$ cat config.mk
export PLATFORM = sky130hd
export DESIGN_NAME = alu_instr_sequencer_flat
export DESIGN_NICKNAME = d
export VERILOG_FILES = /design/src/rtl/cpu_ctrl_pkg.sv /design/src/rtl/alu_instr_sequencer_if.sv /design/src/rtl/reg_field_onehot.sv /design/src/rtl/alu_instr_sequencer.sv /design/src/flat_wrapper.sv
export SDC_FILE = /design/constraint.sdc
export NUM_CORES = 1
export LEC_CHECK = 0
export CAP_MARGIN = 15
export CORE_MARGIN = 8
export CORE_UTILIZATION = 34
export CTS_BUF_LIST = sky130_fd_sc_hd__clkbuf_4
export DETAILED_ROUTE_END_ITERATION = 10
export HOLD_SLACK_MARGIN = 0.03
export PLACE_DENSITY = 0.84
export SETUP_SLACK_MARGIN = 0.4
export SYNTH_ARGS = -nofsm -noshare
export SYNTH_HDL_FRONTEND = slang
export SYNTH_SLANG_ARGS = --single-unit
$ cat constraint.sdc
create_clock -name clock -period 3.6 [get_ports clock]
set_clock_uncertainty 0.2 [all_clocks]
set_input_delay 0.54 -clock clock [delete_from_list [all_inputs] [get_ports clock]]
set_output_delay 0.54 -clock clock [all_outputs]
set_load 0.1 [all_outputs]
$ cat src/rtl/cpu_ctrl_pkg.sv
// Shared encodings for the ALU-class instruction sequencer: opcodes, ALU ops,
// T-state encoding, IR field layout and opcode classification helpers.
package cpu_ctrl_pkg;

  localparam int unsigned OPCODE_WIDTH  = 5;
  localparam int unsigned ALUOP_WIDTH   = 4;
  localparam int unsigned REG_IDX_WIDTH = 4;

  localparam logic [OPCODE_WIDTH-1:0] OP_ADD  = 5'd3;
  localparam logic [OPCODE_WIDTH-1:0] OP_SUB  = 5'd4;
  localparam logic [OPCODE_WIDTH-1:0] OP_AND  = 5'd5;
  localparam logic [OPCODE_WIDTH-1:0] OP_OR   = 5'd6;
  localparam logic [OPCODE_WIDTH-1:0] OP_ROR  = 5'd7;
  localparam logic [OPCODE_WIDTH-1:0] OP_ROL  = 5'd8;
  localparam logic [OPCODE_WIDTH-1:0] OP_SHR  = 5'd9;
  localparam logic [OPCODE_WIDTH-1:0] OP_SHRA = 5'd10;
  localparam logic [OPCODE_WIDTH-1:0] OP_SHL  = 5'd11;
  localparam logic [OPCODE_WIDTH-1:0] OP_ADDI = 5'd12;
  localparam logic [OPCODE_WIDTH-1:0] OP_ANDI = 5'd13;
  localparam logic [OPCODE_WIDTH-1:0] OP_ORI  = 5'd14;
  localparam logic [OPCODE_WIDTH-1:0] OP_DIV  = 5'd15;
  localparam logic [OPCODE_WIDTH-1:0] OP_MUL  = 5'd16;
  localparam logic [OPCODE_WIDTH-1:0] OP_NEG  = 5'd17;
  localparam logic [OPCODE_WIDTH-1:0] OP_NOT  = 5'd18;

  localparam logic [ALUOP_WIDTH-1:0] ALU_NOP  = 4'd0;
  localparam logic [ALUOP_WIDTH-1:0] ALU_ADD  = 4'd3;
  localparam logic [ALUOP_WIDTH-1:0] ALU_SUB  = 4'd4;
  localparam logic [ALUOP_WIDTH-1:0] ALU_AND  = 4'd5;
  localparam logic [ALUOP_WIDTH-1:0] ALU_OR   = 4'd6;
  localparam logic [ALUOP_WIDTH-1:0] ALU_ROR  = 4'd7;
  localparam logic [ALUOP_WIDTH-1:0] ALU_ROL  = 4'd8;
  localparam logic [ALUOP_WIDTH-1:0] ALU_SHR  = 4'd9;
  localparam logic [ALUOP_WIDTH-1:0] ALU_SHRA = 4'd10;
  localparam logic [ALUOP_WIDTH-1:0] ALU_SHL  = 4'd11;
  localparam logic [ALUOP_WIDTH-1:0] ALU_NEG  = 4'd12;
  localparam logic [ALUOP_WIDTH-1:0] ALU_NOT  = 4'd13;
  localparam logic [ALUOP_WIDTH-1:0] ALU_DIV  = 4'd14;
  localparam logic [ALUOP_WIDTH-1:0] ALU_MUL  = 4'd15;

  typedef enum logic [2:0] {
    ST_IDLE = 3'd0,
    ST_T0   = 3'd1,
    ST_T1   = 3'd2,
    ST_T2   = 3'd3,
    ST_T3   = 3'd4,
    ST_T4   = 3'd5,
    ST_T5   = 3'd6,
    ST_T6   = 3'd7
  } state_t;

  typedef enum logic [2:0] {
    CLS_BIN,
    CLS_IMM,
    CLS_UN,
    CLS_MULDIV,
    CLS_ILLEGAL
  } op_class_t;

  // IR layout as seen on the datapath IR output
  typedef struct packed {
    logic [OPCODE_WIDTH-1:0]  opcode;
    logic [REG_IDX_WIDTH-1:0] ra;
    logic [REG_IDX_WIDTH-1:0] rb;
    logic [REG_IDX_WIDTH-1:0] rc;
    logic [14:0]              imm;
  } ir_fields_t;

  function automatic op_class_t opcode_class(input logic [OPCODE_WIDTH-1:0] op);
    case (op)
      OP_ADD, OP_SUB, OP_AND, OP_OR, OP_ROR,
      OP_ROL, OP_SHR, OP_SHRA, OP_SHL:    return CLS_BIN;
      OP_ADDI, OP_ANDI, OP_ORI:           return CLS_IMM;
      OP_NEG, OP_NOT:                     return CLS_UN;
      OP_MUL, OP_DIV:                     return CLS_MULDIV;
      default:                            return CLS_ILLEGAL;
    endcase
  endfunction

  // Immediate forms share the ALU operation of their register forms
  function automatic logic [ALUOP_WIDTH-1:0] alu_map(input logic [OPCODE_WIDTH-1:0] op);
    case (op)
      OP_ADD, OP_ADDI: return ALU_ADD;
      OP_SUB:          return ALU_SUB;
      OP_AND, OP_ANDI: return ALU_AND;
      OP_OR, OP_ORI:   return ALU_OR;
      OP_ROR:          return ALU_ROR;
      OP_ROL:          return ALU_ROL;
      OP_SHR:          return ALU_SHR;
      OP_SHRA:         return ALU_SHRA;
      OP_SHL:          return ALU_SHL;
      OP_NEG:          return ALU_NEG;
      OP_NOT:          return ALU_NOT;
      OP_DIV:          return ALU_DIV;
      OP_MUL:          return ALU_MUL;
      default:         return ALU_NOP;
    endcase
  endfunction

endpackage

$ cat src/rtl/alu_instr_sequencer_if.sv
// Handshake and strobe bundle between the sequencer and the Phase-1 datapath.
// master = datapath/requester side, slave = sequencer side.
interface alu_instr_sequencer_if #(
  parameter int unsigned NUM_REGS = 16,
  parameter int unsigned ALUOP_W  = 4
);
  logic                start;
  logic [31:0]         ir;
  logic                mem_ready;
  logic [NUM_REGS-1:0] Rin;
  logic [NUM_REGS-1:0] Rout;
  logic PCin, PCout, IncPC, MARin, Read, MDRin, MDRout, IRin, Yin, Cout;
  logic Zlowin, Zhighin, Zlowout, Zhighout, LOin, HIin;
  logic [ALUOP_W-1:0]  ALUop;
  logic                busy;
  logic                done;
  logic                illegal;

  modport master (
    output start, ir, mem_ready,
    input  Rin, Rout, PCin, PCout, IncPC, MARin, Read, MDRin, MDRout, IRin, Yin, Cout,
    input  Zlowin, Zhighin, Zlowout, Zhighout, LOin, HIin, ALUop, busy, done, illegal
  );

  modport slave (
    input  start, ir, mem_ready,
    output Rin, Rout, PCin, PCout, IncPC, MARin, Read, MDRin, MDRout, IRin, Yin, Cout,
    output Zlowin, Zhighin, Zlowout, Zhighout, LOin, HIin, ALUop, busy, done, illegal
  );
endinterface

$ cat src/rtl/reg_field_onehot.sv
// Decodes an IR register field into a one-hot register select, gated by an enable.
module reg_field_onehot #(
  parameter int unsigned NUM_REGS  = 16,
  parameter int unsigned REG_IDX_W = 4
) (
  input  logic [REG_IDX_W-1:0] idx,
  input  logic                 en,
  output logic [NUM_REGS-1:0]  onehot_c
);
  always_comb begin
    onehot_c = '0;
    if (en) onehot_c[idx] = 1'b1;
  end
endmodule

$ cat src/rtl/alu_instr_sequencer.sv
// T0..T6 control sequencer for ALU-class instructions on the Phase-1 datapath,
// with a memory-ready wait in T1 and a start/done handshake.
module alu_instr_sequencer
  import cpu_ctrl_pkg::*;
#(
  parameter int unsigned NUM_REGS  = 16,
  parameter int unsigned REG_IDX_W = REG_IDX_WIDTH,
  parameter int unsigned ALUOP_W   = ALUOP_WIDTH,
  parameter int unsigned OPCODE_W  = OPCODE_WIDTH
) (
  input logic                  clock,
  input logic                  clear_n,
  alu_instr_sequencer_if.slave bus
);

  state_t               state;
  state_t               state_next;
  ir_fields_t           ir_f;
  logic [OPCODE_W-1:0]  opcode;
  logic [REG_IDX_W-1:0] ra;
  logic [REG_IDX_W-1:0] rb;
  logic [REG_IDX_W-1:0] rc;
  logic [REG_IDX_W-1:0] rout_idx;
  op_class_t            op_class;
  logic                 rin_en;
  logic                 rout_en;
  logic                 unused_ir_bits;

  assign ir_f           = bus.ir;
  assign opcode         = OPCODE_W'(ir_f.opcode);
  assign ra             = REG_IDX_W'(ir_f.ra);
  assign rb             = REG_IDX_W'(ir_f.rb);
  assign rc             = REG_IDX_W'(ir_f.rc);
  assign unused_ir_bits = ^ir_f.imm;
  assign op_class       = opcode_class(OPCODE_WIDTH'(opcode));

  always_ff @(posedge clock or negedge clear_n) begin
    if (!clear_n) state <= ST_IDLE;
    else          state <= state_next;
  end

  // Moore strobe decode; PCin alone also looks at mem_ready so PC is written once per fetch
  always_comb begin
    state_next   = state;
    bus.PCin     = 1'b0;
    bus.PCout    = 1'b0;
    bus.IncPC    = 1'b0;
    bus.MARin    = 1'b0;
    bus.Read     = 1'b0;
    bus.MDRin    = 1'b0;
    bus.MDRout   = 1'b0;
    bus.IRin     = 1'b0;
    bus.Yin      = 1'b0;
    bus.Cout     = 1'b0;
    bus.Zlowin   = 1'b0;
    bus.Zhighin  = 1'b0;
    bus.Zlowout  = 1'b0;
    bus.Zhighout = 1'b0;
    bus.LOin     = 1'b0;
    bus.HIin     = 1'b0;
    bus.ALUop    = '0;
    bus.busy     = (state != ST_IDLE);
    bus.done     = 1'b0;
    bus.illegal  = 1'b0;
    rin_en       = 1'b0;
    rout_en      = 1'b0;
    rout_idx     = rb;

    case (state)
      ST_IDLE: begin
        if (bus.start) state_next = ST_T0;
      end
      ST_T0: begin
        bus.PCout  = 1'b1;
        bus.MARin  = 1'b1;
        bus.IncPC  = 1'b1;
        bus.Zlowin = 1'b1;
        state_next = ST_T1;
      end
      ST_T1: begin
        bus.Zlowout = 1'b1;
        bus.Read    = 1'b1;
        bus.MDRin   = 1'b1;
        if (bus.mem_ready) begin
          bus.PCin   = 1'b1;
          state_next = ST_T2;
        end
      end
      ST_T2: begin
        bus.MDRout = 1'b1;
        bus.IRin   = 1'b1;
        state_next = ST_T3;
      end
      ST_T3: begin
        if (op_class == CLS_ILLEGAL) begin
          bus.illegal = 1'b1;
          state_next  = ST_IDLE;
        end else begin
          rout_en    = 1'b1;
          rout_idx   = (op_class == CLS_MULDIV) ? ra : rb;
          bus.Yin    = 1'b1;
          state_next = ST_T4;
        end
      end
      ST_T4: begin
        bus.ALUop  = ALUOP_W'(alu_map(OPCODE_WIDTH'(opcode)));
        bus.Zlowin = 1'b1;
        case (op_class)
          CLS_BIN: begin
            rout_en  = 1'b1;
            rout_idx = rc;
          end
          CLS_IMM: bus.Cout = 1'b1;
          CLS_UN:  rout_en  = 1'b1;
          CLS_MULDIV: begin
            rout_en     = 1'b1;
            bus.Zhighin = 1'b1;
          end
          default: ;
        endcase
        state_next = ST_T5;
      end
      ST_T5: begin
        bus.Zlowout = 1'b1;
        if (op_class == CLS_MULDIV) begin
          bus.LOin   = 1'b1;
          state_next = ST_T6;
        end else begin
          rin_en     = 1'b1;
          bus.done   = 1'b1;
          state_next = bus.start ? ST_T0 : ST_IDLE;
        end
      end
      ST_T6: begin
        bus.Zhighout = 1'b1;
        bus.HIin     = 1'b1;
        bus.done     = 1'b1;
        state_next   = bus.start ? ST_T0 : ST_IDLE;
      end
      default: state_next = ST_IDLE;
    endcase
  end

  reg_field_onehot #(
    .NUM_REGS  (NUM_REGS),
    .REG_IDX_W (REG_IDX_W)
  ) u_rin_dec (
    .idx      (ra),
    .en       (rin_en),
    .onehot_c (bus.Rin)
  );

  reg_field_onehot #(
    .NUM_REGS  (NUM_REGS),
    .REG_IDX_W (REG_IDX_W)
  ) u_rout_dec (
    .idx      (rout_idx),
    .en       (rout_en),
    .onehot_c (bus.Rout)
  );

endmodule

$ cat src/flat_wrapper.sv
// flat-port wrapper written by rule: the top's interface ports become plain ports
module alu_instr_sequencer_flat import cpu_ctrl_pkg::*;
#(
  parameter int unsigned NUM_REGS  = 16,
  parameter int unsigned REG_IDX_W = REG_IDX_WIDTH,
  parameter int unsigned ALUOP_W   = ALUOP_WIDTH,
  parameter int unsigned OPCODE_W  = OPCODE_WIDTH
)
  (clock, clear_n, bus_start, bus_ir, bus_mem_ready, bus_Rin, bus_Rout, bus_PCin, bus_PCout, bus_IncPC, bus_MARin, bus_Read, bus_MDRin, bus_MDRout, bus_IRin, bus_Yin, bus_Cout, bus_Zlowin, bus_Zhighin, bus_Zlowout, bus_Zhighout, bus_LOin, bus_HIin, bus_ALUop, bus_busy, bus_done, bus_illegal);
  alu_instr_sequencer_if #(.NUM_REGS(NUM_REGS), .ALUOP_W(ALUOP_W)) bus_i ();
  input logic clock;
  input logic clear_n;
  input wire logic [$bits(bus_i.start)-1:0] bus_start;
  input wire logic [$bits(bus_i.ir)-1:0] bus_ir;
  input wire logic [$bits(bus_i.mem_ready)-1:0] bus_mem_ready;
  output wire logic [$bits(bus_i.Rin)-1:0] bus_Rin;
  output wire logic [$bits(bus_i.Rout)-1:0] bus_Rout;
  output wire logic [$bits(bus_i.PCin)-1:0] bus_PCin;
  output wire logic [$bits(bus_i.PCout)-1:0] bus_PCout;
  output wire logic [$bits(bus_i.IncPC)-1:0] bus_IncPC;
  output wire logic [$bits(bus_i.MARin)-1:0] bus_MARin;
  output wire logic [$bits(bus_i.Read)-1:0] bus_Read;
  output wire logic [$bits(bus_i.MDRin)-1:0] bus_MDRin;
  output wire logic [$bits(bus_i.MDRout)-1:0] bus_MDRout;
  output wire logic [$bits(bus_i.IRin)-1:0] bus_IRin;
  output wire logic [$bits(bus_i.Yin)-1:0] bus_Yin;
  output wire logic [$bits(bus_i.Cout)-1:0] bus_Cout;
  output wire logic [$bits(bus_i.Zlowin)-1:0] bus_Zlowin;
  output wire logic [$bits(bus_i.Zhighin)-1:0] bus_Zhighin;
  output wire logic [$bits(bus_i.Zlowout)-1:0] bus_Zlowout;
  output wire logic [$bits(bus_i.Zhighout)-1:0] bus_Zhighout;
  output wire logic [$bits(bus_i.LOin)-1:0] bus_LOin;
  output wire logic [$bits(bus_i.HIin)-1:0] bus_HIin;
  output wire logic [$bits(bus_i.ALUop)-1:0] bus_ALUop;
  output wire logic [$bits(bus_i.busy)-1:0] bus_busy;
  output wire logic [$bits(bus_i.done)-1:0] bus_done;
  output wire logic [$bits(bus_i.illegal)-1:0] bus_illegal;
  assign bus_i.start = bus_start;
  assign bus_i.ir = bus_ir;
  assign bus_i.mem_ready = bus_mem_ready;
  assign bus_Rin = bus_i.Rin;
  assign bus_Rout = bus_i.Rout;
  assign bus_PCin = bus_i.PCin;
  assign bus_PCout = bus_i.PCout;
  assign bus_IncPC = bus_i.IncPC;
  assign bus_MARin = bus_i.MARin;
  assign bus_Read = bus_i.Read;
  assign bus_MDRin = bus_i.MDRin;
  assign bus_MDRout = bus_i.MDRout;
  assign bus_IRin = bus_i.IRin;
  assign bus_Yin = bus_i.Yin;
  assign bus_Cout = bus_i.Cout;
  assign bus_Zlowin = bus_i.Zlowin;
  assign bus_Zhighin = bus_i.Zhighin;
  assign bus_Zlowout = bus_i.Zlowout;
  assign bus_Zhighout = bus_i.Zhighout;
  assign bus_LOin = bus_i.LOin;
  assign bus_HIin = bus_i.HIin;
  assign bus_ALUop = bus_i.ALUop;
  assign bus_busy = bus_i.busy;
  assign bus_done = bus_i.done;
  assign bus_illegal = bus_i.illegal;
  alu_instr_sequencer #(.NUM_REGS(NUM_REGS), .REG_IDX_W(REG_IDX_W), .ALUOP_W(ALUOP_W), .OPCODE_W(OPCODE_W)) u_core (.clock(clock), .clear_n(clear_n), .bus(bus_i));
endmodule
==> results.toml, run 1 <==
[clocking]
root_buffer = "clkbuf_4"
clkSinkCount = 3
ctsHoldBuffers = 0
cts_max_path_buffers = 2
cts_resized = 41
h-tree-depth = 1
cts_setup_buffers = 5
cts_made_buffers = 3

[logic_synthesis]
synth_cells = 162
syn_area_sq_um = 1100
synth_ff_type = "dfrtp_1"
synth-warning-count = 0
ys_seq_elements = 3
yosysSeqAreaShare = 0.0683
syn_avg_cell_area_sq_um = 6.79
synth_edf_count = 0
ys_async_sr_fraction = 1.00
syn-num-nets = 198
synth_cell_types = 49

[die]
pin_count = 91
num_rows = 20
die_y_um = 72.9
die_x_um = 72.9
initial_core_util = 0.357

[outcome]
error = "[ERROR DPL-0033] detailed placement checks failed during check placement."
haltStage = "clock tree synthesis"
status = "stopped before the end"

[placed_design]
dp_hpwl_mm = 5.15
portBuffers = 75
placed_cell_area_sq_um = 2840
gp_congestion = 0.853
dp_slack_ns = -0.217
==> synth_stat cells (2+ instances only) <==
master / number / area [sq um]
nor2b_1: 5 / 31.3
a211oi_1: 2 / 15.0
buf_4: 5 / 37.5
clkbuf_1: 4 / 15.0
a21o_1: 2 / 15.0
nand3b_1: 3 / 22.5
a32oi_1: 2 / 17.5
mux2i_1: 4 / 40.0
o21a_1: 3 / 22.5
a211o_1: 2 / 17.5
nand2b_1: 7 / 43.8
nand2_1: 13 / 48.8
a21oi_1: 6 / 30.0
nor4_1: 8 / 50.1
inv_1: 4 / 15.0
nor4b_2: 4 / 60.1
nor3_1: 12 / 60.1
nor2_1: 28 / 105
dfrtp_1: 3 / 75.1
o21ai_0: 7 / 35.0
and2_1: 3 / 18.8
buf_2: 5 / 25.0
buf_6: 2 / 22.5
or3_1: 2 / 12.5
o211ai_1: 2 / 15.0
==> per-stage QoR <==
stage	setup TNS, ns	std cells	utilization
2_1_floorplan	-3.10	162	-
3_3_place_gp	-1.45	298	0.921
3_5_place_dp	-2.91	298	0.921
==> cell families after synthesis <==
family,share of synthesized area
buffers and inverters,0.108
flip-flops,0.0683
multiplexers,0.0569
AND/OR/NAND/NOR,0.496
AO/OA/AOI/OAI,0.263
XOR/XNOR,0.00797
==> run 2: changes to the inputs <==
--- a/config.mk
+++ b/config.mk
@@ -6,13 +6,10 @@
 export NUM_CORES = 1
 export LEC_CHECK = 0
 export CAP_MARGIN = 15
-export CORE_MARGIN = 8
-export CORE_UTILIZATION = 34
-export CTS_BUF_LIST = sky130_fd_sc_hd__clkbuf_4
+export CORE_AREA = 8 8 69 71
 export DETAILED_ROUTE_END_ITERATION = 10
-export HOLD_SLACK_MARGIN = 0.03
-export PLACE_DENSITY = 0.84
-export SETUP_SLACK_MARGIN = 0.4
+export DIE_AREA = 0 0 77 79
+export PLACE_DENSITY_LB_ADDON = 0.15
 export SYNTH_ARGS = -nofsm -noshare
 export SYNTH_HDL_FRONTEND = slang
 export SYNTH_SLANG_ARGS = --single-unit
==> run 2 against run 1 <==
The run now ends clean. Synthesized cell count did not move. Area after synthesis did not move.
==> results.toml, run 2 <==
[final_layout]
fillers = 282
most-common-layout-cells = "buf_12 (46), buf_4 (41), nor2_1 (16), clkdlybuf4s50_1 (16), nand2_1 (13)"
antenna_cells = 0
top_regs = "u_core.state x3"
syn2layout_area_growth_pct = 158
stdcell_area_sq_um = 2840
regMostFlops = "u_core.state"
largest_reg_flops = 3
drive_gt1_frac = 0.560
final_common_cell = "buf_12"
nNetsFinal = 296

[logic_synthesis]
syn_avg_cell_area_sq_um = 6.79
syn_area_sq_um = 1100
synth-warning-count = 0
synth_edf_count = 0
synth_cells = 162
synth.most_common_cell = "nor2_1"
yosysSeqAreaShare = 0.0683
synthTopCellsByArea = "nor2_1 (9.6%), dfrtp_1 (6.8%), nor3_1 (5.5%), nor4b_2 (5.5%), nor4_1 (4.6%)"
ys_async_sr_fraction = 1.00
synth_common_cells = "nor2_1 (28), nand2_1 (13), nor3_1 (12)"
syn-num-nets = 198
synth_cell_types = 49
synth_top_area_share = 0.0956
yosysTopAreaCell = "nor2_1"
synth_ff_type = "dfrtp_1"
ys_seq_elements = 3

[power]
p_total_mw = 1.39
power.density_nw_per_um2 = 491
p_leak_nw = 1.11
worst_ir_drop_vdd_v = 0.000529

[sta]
timing.slew.headroom = 0.356
hold_violations = 0
fin_crit_sh = 0.974
hold_slack_ns = 0.305
rsz0062_at_grt = "false"
maxSlewViolCount = 0
post-route-min-period_ns = 3.51
setup_viol = 0
max_freq_ghz = 0.285
worst_pin_slew_ns = 0.963

[clocking]
cts_tree = "yes"
insertion_delay_ns = 0.21
cts_made_buffers = 3
cts_max_path_buffers = 2
clkSinkCount = 3
clk_pin_slew_ns = 0.03
h-tree-depth = 1
root_buffer = "clkbuf_8"

[placed_design]
dp_hpwl_mm = 4.32
portBuffers = 75
placed_cell_area_sq_um = 2740
gp_congestion = 0.850

[die]
num_rows = 23
core_area_sq_um = 3800
die_area_sq_um = 6080
pin_count = 91
die_x_um = 77
die_y_um = 79
initial_core_util = 0.290

[outcome]
status = "finished clean"

[route]
first_pass_iters = 4
wl_per_cell_um = 16.5
ant_nets = 0
drc_errors = 0
drtIter0Drc = 33
wirelength_mm = 5.09
vias_per_cell = 5.19
via_count = 1605

[global_route]
first_global_vias = 1705
grt_use_total = 0.161
antenna_found_initial = 0
grt_max_degree = 18
grt_overflow = 0
grt_pass1_wl_mm = 8.34

[critical_path]
cp-end-kind = "primary output"
crit_path_start_kind = "input port"
cp.required_ns = 2.86
reg2reg_depth = 5
worst_ep_arrival_time_ns = 2.77
criticalPathCategory = "in2out"
crit_fanout = 8

[run]
cap_violations = 0

[hold_path]
hold_class = "in2async"
## run 2: logic make-up after synthesis
logic type	after synthesis	share of synthesized area
compound gates	36	0.263
xor+xnor	1	0.00797
buf+inv	21	0.108
flops	3	0.0683
mux	5	0.0569
simple gates	96	0.496
## run 2: final timing paths
kind | startpoint | to | slack (ns)
min in group clock | u_core.state[2] | u_core.state[0] | 0.58
max in group asynchronous | clear_n | u_core.state[1] | 2.76
max reg2reg | u_core.state[1] | u_core.state[0] | 1.60
max | bus_ir[29] | bus_Rout[0] | 0.09
min | clear_n | u_core.state[0] | 0.30
min reg2reg | u_core.state[2] | u_core.state[0] | 0.58
## run 2: per-stage QoR
step / TNS [ns] / setup WS (ns) / util / std cells
finish: 0 / 0.0934 / 0.746 / 309
global route: 0 / 0.0208 / 0.746 / 309
CTS: 0 / 0.0452 / 0.739 / 307
detailed placement: -1.89 / -0.224 / 0.720 / 303
global placement: -1.32 / -0.172 / 0.720 / 303
floorplan: -7.07 / -0.931 / - / 162
## run 2: cell type report
type,instances,area (sq um),area share
timing repair buffer,110,1450,0.511
multi-input combinational,138,1190,0.419
sequential,3,75.1,0.0265
tap,50,62.6,0.0221
clock buffer,4,45.0,0.0159
inverter,4,15.0,0.00530
## run 2: metal layers
metal | global-route usage | wire length, um | vias to the layer above
met5 | 0 | 0 | -
met4 | 0.0491 | 91 | 0
met3 | 0.0226 | 234 | 8
met2 | 0.308 | 2650 | 60
met1 | 0.179 | 2110 | 748
li1 | - | - | 789
## run 2: report_power, final
| part | switching (mW) | internal [mW] | leakage (nW) |
|---|---|---|---|
| Clock | 0.0215 | 0.0755 | 0.0228 |
| Sequential | 0.0498 | 0.0500 | 0.0382 |
| Combinational | 0.847 | 0.348 | 1.05 |
| Total | 0.919 | 0.474 | 1.11 |
## run 2: timing repair
item | in CTS | in global routing
hold buffers | 0 | 0
gates resized for setup | 12 | 10
pin swaps | 4 | 4
buffers inserted | 0 | 2
setup endpoints to repair | 16 | 7
## run 2: worst max-delay path, stage by stage
cell	delay (ns)
clkdlybuf4s15_1	0.19
or4b_4	0.52
o32a_4	0.27
mux2i_2	0.17
or3b_4	0.39
buf_12	0.16
buf_6	0.11
nor3_4	0.20
buf_12	0.20
Power figures use the tool's default switching activity.
